## config.mk

```make
export PLATFORM = sky130hd
export DESIGN_NAME = smd_multipad_encoder
export DESIGN_NICKNAME = d
export VERILOG_FILES = /design/src/rtl/smd_multipad_encoder.sv
export SDC_FILE = /design/constraint.sdc
export NUM_CORES = 1
export LEC_CHECK = 0
export ABC_AREA = 1
export CAP_MARGIN = 20
export CORE_MARGIN = 3
export CORE_UTILIZATION = 56
export DETAILED_ROUTE_END_ITERATION = 10
export PLACE_DENSITY = 0.9
export RECOVER_POWER = 25
export SETUP_SLACK_MARGIN = 0.15
export SLEW_MARGIN = 5
export SYNTH_ARGS = -nofsm -noshare
export SYNTH_HDL_FRONTEND = slang
export SYNTH_SLANG_ARGS = --single-unit
export TNS_END_PERCENT = 5
```

## constraint.sdc

```tcl
create_clock -name clk -period 4.6 [get_ports clk]
set_clock_uncertainty 0.15 [all_clocks]
set_input_delay 0.92 -clock clk [delete_from_list [all_inputs] [get_ports clk]]
set_output_delay 0.92 -clock clk [all_outputs]
set_load 0.01 [all_outputs]
```

## src/rtl/smd_multipad_encoder.sv

```systemverilog
// N-channel Sega Genesis/Mega Drive six-button pad encoder with per-channel SEL sync, phase/timeout tracking and reset-time mode latch.
// Optional macro SMD_AUTOFIRE_EN builds the shared autofire square wave applied to a/b/c on turbo channels.
module smd_multipad_encoder #(
  parameter int NPORTS          = 2,
  parameter int TIMEOUT         = 8000,
  parameter int AUTOFIRE_PERIOD = 50000
) (
  input  logic                  clk,
  input  logic                  rst,
  input  logic [NPORTS-1:0]     p7,
  input  logic [12*NPORTS-1:0]  btn,
  input  logic [NPORTS-1:0]     turbo,
  output logic [6*NPORTS-1:0]   p,
  output logic [NPORTS-1:0]     mode3
);

  localparam logic [15:0] CNT_LOAD = 16'(TIMEOUT);

  logic [NPORTS-1:0]        s1_q, s2_q;
  logic [NPORTS-1:0]        sel_rise;
  logic [NPORTS-1:0]        mode3_q, mode3_d;
  logic                     mode_set_q;
  logic [NPORTS-1:0]        md_vec;
  logic [NPORTS-1:0][1:0]   phase_q, phase_d;
  logic [NPORTS-1:0][15:0]  cnt_q, cnt_d;
  logic [NPORTS-1:0][11:0]  btn_eff;

  function automatic logic [5:0] pad_mux(input logic [1:0] ph, input logic sel,
                                         input logic [11:0] w);
    logic [5:0] o;
    // w = {md,z,y,x,st,c,b,a,rg,lf,dw,up}; o = {pin1,pin2,pin3,pin4,pin6,pin9}
    if (ph == 2'd3)
      o = sel ? {w[10], w[9], w[8], w[11], 2'b11} : {w[11], 3'b111, w[4], w[7]};
    else if (sel)
      o = {w[0], w[1], w[2], w[3], w[5], w[6]};
    else if (ph == 2'd2)
      o = {4'b0000, w[4], w[7]};
    else
      o = {w[0], w[1], 2'b00, w[4], w[7]};
    return o;
  endfunction

`ifdef SMD_AUTOFIRE_EN
  localparam int AFW = (AUTOFIRE_PERIOD > 1) ? $clog2(AUTOFIRE_PERIOD) : 1;
  localparam logic [AFW-1:0] AF_LAST = AFW'(AUTOFIRE_PERIOD - 1);

  logic [AFW-1:0] af_cnt_q, af_cnt_d;
  logic           af_q, af_d;

  always_comb begin
    af_cnt_d = af_cnt_q + AFW'(1);
    af_d     = af_q;
    if (af_cnt_q == AF_LAST) begin
      af_cnt_d = '0;
      af_d     = ~af_q;
    end
  end

  always_ff @(posedge clk) begin
    if (rst) begin
      af_cnt_q <= '0;
      af_q     <= 1'b1;
    end else begin
      af_cnt_q <= af_cnt_d;
      af_q     <= af_d;
    end
  end

  always_comb begin
    btn_eff = '0;
    for (int i = 0; i < NPORTS; i++) begin
      btn_eff[i] = btn[12*i +: 12];
      // While af is low, a/b/c on a turbo channel read as released.
      btn_eff[i][6:4] = btn_eff[i][6:4] | {3{turbo[i] & ~af_q}};
    end
  end
`else
  logic unused_cfg;
  assign unused_cfg = ^turbo ^ AUTOFIRE_PERIOD[0];

  always_comb begin
    btn_eff = '0;
    for (int i = 0; i < NPORTS; i++) btn_eff[i] = btn[12*i +: 12];
  end
`endif

  assign sel_rise = s1_q & ~s2_q;
  assign mode3    = mode3_q;

  always_comb begin
    md_vec = '0;
    for (int i = 0; i < NPORTS; i++) md_vec[i] = btn[12*i + 11];
  end

  // Mode is captured once, on the first edge after reset, and held.
  assign mode3_d = mode_set_q ? mode3_q : ~md_vec;

  always_comb begin
    phase_d = phase_q;
    cnt_d   = cnt_q;
    for (int i = 0; i < NPORTS; i++) begin
      if (!mode3_q[i]) begin
        if (sel_rise[i]) begin
          // A SEL edge landing on the timeout cycle still counts as the first edge.
          phase_d[i] = (cnt_q[i] == 16'd0) ? 2'd1 : phase_q[i] + 2'd1;
          cnt_d[i]   = CNT_LOAD;
        end else if (cnt_q[i] == 16'd0) begin
          phase_d[i] = 2'd0;
          cnt_d[i]   = CNT_LOAD;
        end else begin
          cnt_d[i] = cnt_q[i] - 16'd1;
        end
      end
    end
  end

  always_ff @(posedge clk) begin
    if (rst) begin
      s1_q       <= '0;
      s2_q       <= '0;
      mode_set_q <= 1'b0;
      mode3_q    <= '0;
      phase_q    <= '0;
      cnt_q      <= {NPORTS{CNT_LOAD}};
    end else begin
      s1_q       <= p7;
      s2_q       <= s1_q;
      mode_set_q <= 1'b1;
      mode3_q    <= mode3_d;
      phase_q    <= phase_d;
      cnt_q      <= cnt_d;
    end
  end

  // Raw p7 feeds the mux so the pins follow SEL with no clock latency.
  always_comb begin
    p = '1;
    for (int i = 0; i < NPORTS; i++) begin
      if (!rst) p[6*i +: 6] = pad_mux(phase_q[i], p7[i], btn_eff[i]);
    end
  end

endmodule

```

==> out/summary.txt <==
DR DRC count: 0
Initial antenna violation count: 0
Syn Inst Count: 341
HP Class: reg -> reg
Netlist cell types: 33
Leakage: 1.32 nW
Antenna cells: 0
Die Span Y: 70.9 µm
PostCTS Resize Cnt: 0
Slew Limit Fails: 0
Switching power: 0.289 mW
Peak VDD IR: 0.147 mV
# hold bufs at CTS: 0
Maxcap violations: 0
Final hold viol count: 0
Clock Path Buffers: 2
Seq/Total Area, Yosys: 36.5%
Clock Power Share: 31.6%
Wire per inst: 11.6 µm
Root buf cell: clkbuf_8
Skew-Pair Late Insertion Delay: 0.30 ns
Warnings from Yosys: 0
Crit. End Element: output pin
CTS sink cnt: 43
Vias: 2245
Total core area: 3850 µm²
Layout Cells excl Fill: 435
Main synth FF type: dfxtp_1
IO buf count: 41
Synth Net Count: 379
Die area: 5030 µm²
Antenna viol nets, final: 0
Total wire length: 5.06 mm
Placed Area: 2820 µm²
Sequential share of power: 44.5%
Slew @ Worst Pin: 0.634 ns
Grt ovf: 0
Final setup vio count: 0
Status: finished clean
Post-synth EDFFs: 0
Postcts setup bufs: 0
Vias/cell: 5.16
Vias in the first global route: 2191
Layout cell share with drive strength beyond 1: 9.56%
Area Growth Syn to Fin: 23.7%
Crit start category: input port
Largest net degree at the start of global routing: 18
Number of I/O pins: 44
Post-route cell area: 2920 µm²
Min setup slack post-route: 0.642 ns
Rel. slew slack: 57.7%
Nets: 424
DR pass1 iterations: 4
CP Max Fanout: 17
Place WS: 0.838 ns
WP data required: 3.53 ns
Cts bufs inserted: 5
CTS tree: built
Critical path class: in -> out
Syn avg cell area: 6.92 µm²
Post-synth ARST share: 0%
Final worst path period share: 86.0%
HPWL Detailed: 3.78 mm
GPL Wtd Cong: 0.774
GRT Overall Usage: 21.3%
WP data arrival: 2.89 ns
Total negative slack: 0 ns
Area of the mapped netlist: 2360 µm²
Combinational power share: 23.9%
Post-synthesis register bit count: 43
Fmax: 0.253 GHz
Die width: 70.9 µm
Sw Ratio: 29.8%
Unrepaired setup endpoints after global routing: no
FILL cells: 293
First-pass GRT wire length: 8.81 mm
Clk slew on worst S/H paths: 0.08 ns
Int Power: 0.681 mW
Power Density: 332 nW/µm²
Starting Density: 61.3%
1st-iter DRT viols: 114
Row Count: 22
Final min period: 3.96 ns
H-tree depth: 2
Placed Cells: 427
==> layer usage <==
metal	wire length (µm)	share of wire [%]	global-route usage [%]
met3	342	6.8	4.83
met4	102	2.0	8.77
met2	2420	48	36.8
met1	2190	43	25.5
met5	0	0	0
==> Yosys cell counts, types with 7 or more instances <==
cell	n	area [µm²]
nand2_1	69	259
nor2_1	57	214
dfxtp_1	43	861
inv_1	35	131
nand3_1	35	175
o21ai_0	12	60.1
a21oi_1	11	55.1
xor2_1	9	78.8
ha_1	8	100
inv_2	8	30.0
nor2_2	8	50.1
nand4_1	7	43.8
==> layout make-up <==
class / instances / area (µm²) / share of cell area, %
clock buffer: 6 / 82.6 / 2.83
clock inverter: 2 / 35.0 / 1.20
inverter: 43 / 161 / 5.52
multi-input combinational: 252 / 1310 / 44.9
sequential: 43 / 861 / 29.5
tap: 48 / 60.1 / 2.06
timing repair buffer: 41 / 410 / 14.0
==> worst max-delay path, cell delays in order <==
cell             delay, ns
dlygate4sd3_1         0.78
inv_1                 0.39
nand3_1               0.21
clkdlybuf4s50_1       0.58
==> worst paths after layout <==
path	from	end	slack [ns]	cells past startpoint
hold / removal	s1_q[0]	s2_q[0]	0.27	2
hold reg to reg	s1_q[0]	s2_q[0]	0.27	2
setup / recovery	rst	p[11]	0.64	4
setup reg to reg	cnt_q[0]	cnt_q[6]	2.76	8
==> per-stage QoR <==
stage / total power, mW / hold WS (ns) / utilization, %
3_5_place_dp: 0.671 / 0.259 / 73.1
2_1_floorplan: 0.599 / 0.252 / -
6_report: 0.970 / 0.268 / 75.8
5_1_grt: 1.02 / 0.289 / 75.8
3_3_place_gp: 0.664 / 0.257 / 73.1
4_1_cts: 0.976 / 0.270 / 76.2
==> sequential cells by signal (all words and copies together) (netlist names) <==
register	count
cnt_q	32
mode3	2
mode_set_q	1
phase_q	4
s1_q	2
s2_q	2
==> power groups by stage <==
stage	sequential, mW	combinational (mW)	clock (mW)
after floorplan	0.434	0.165	0
after global placement	0.439	0.224	0
after detailed placement	0.439	0.232	0
after CTS	0.432	0.235	0.309
after global routing	0.436	0.262	0.321
final	0.432	0.232	0.307
==> logic make-up (layout without fill, tap and decap cells) <==
kind of cell / Yosys count / in the layout / synth area share (%)
xor+xnor: 14 / 14 / 5.19
compound gates: 32 / 32 / 7.84
flops: 43 / 43 / 36.5
buf+inv: 46 / 92 / 7.37
simple gates: 198 / 198 / 38.9
fa+ha+maj: 8 / 8 / 4.24
==> layout by cell type, fill, tap and decap left out, types with 7 or more instances in the layout <==
cell	Yosys	final
clkdlybuf4s50_1	0	40
nand4_1	7	7
nor2_2	8	8
nor2_1	57	57
o21ai_0	12	12
nand3_1	35	35
a21oi_1	11	13
inv_1	35	36
nand2_1	69	69
dfxtp_1	43	43
xor2_1	9	9
ha_1	8	8
inv_2	8	7
(Power assumes the default switching activity.)
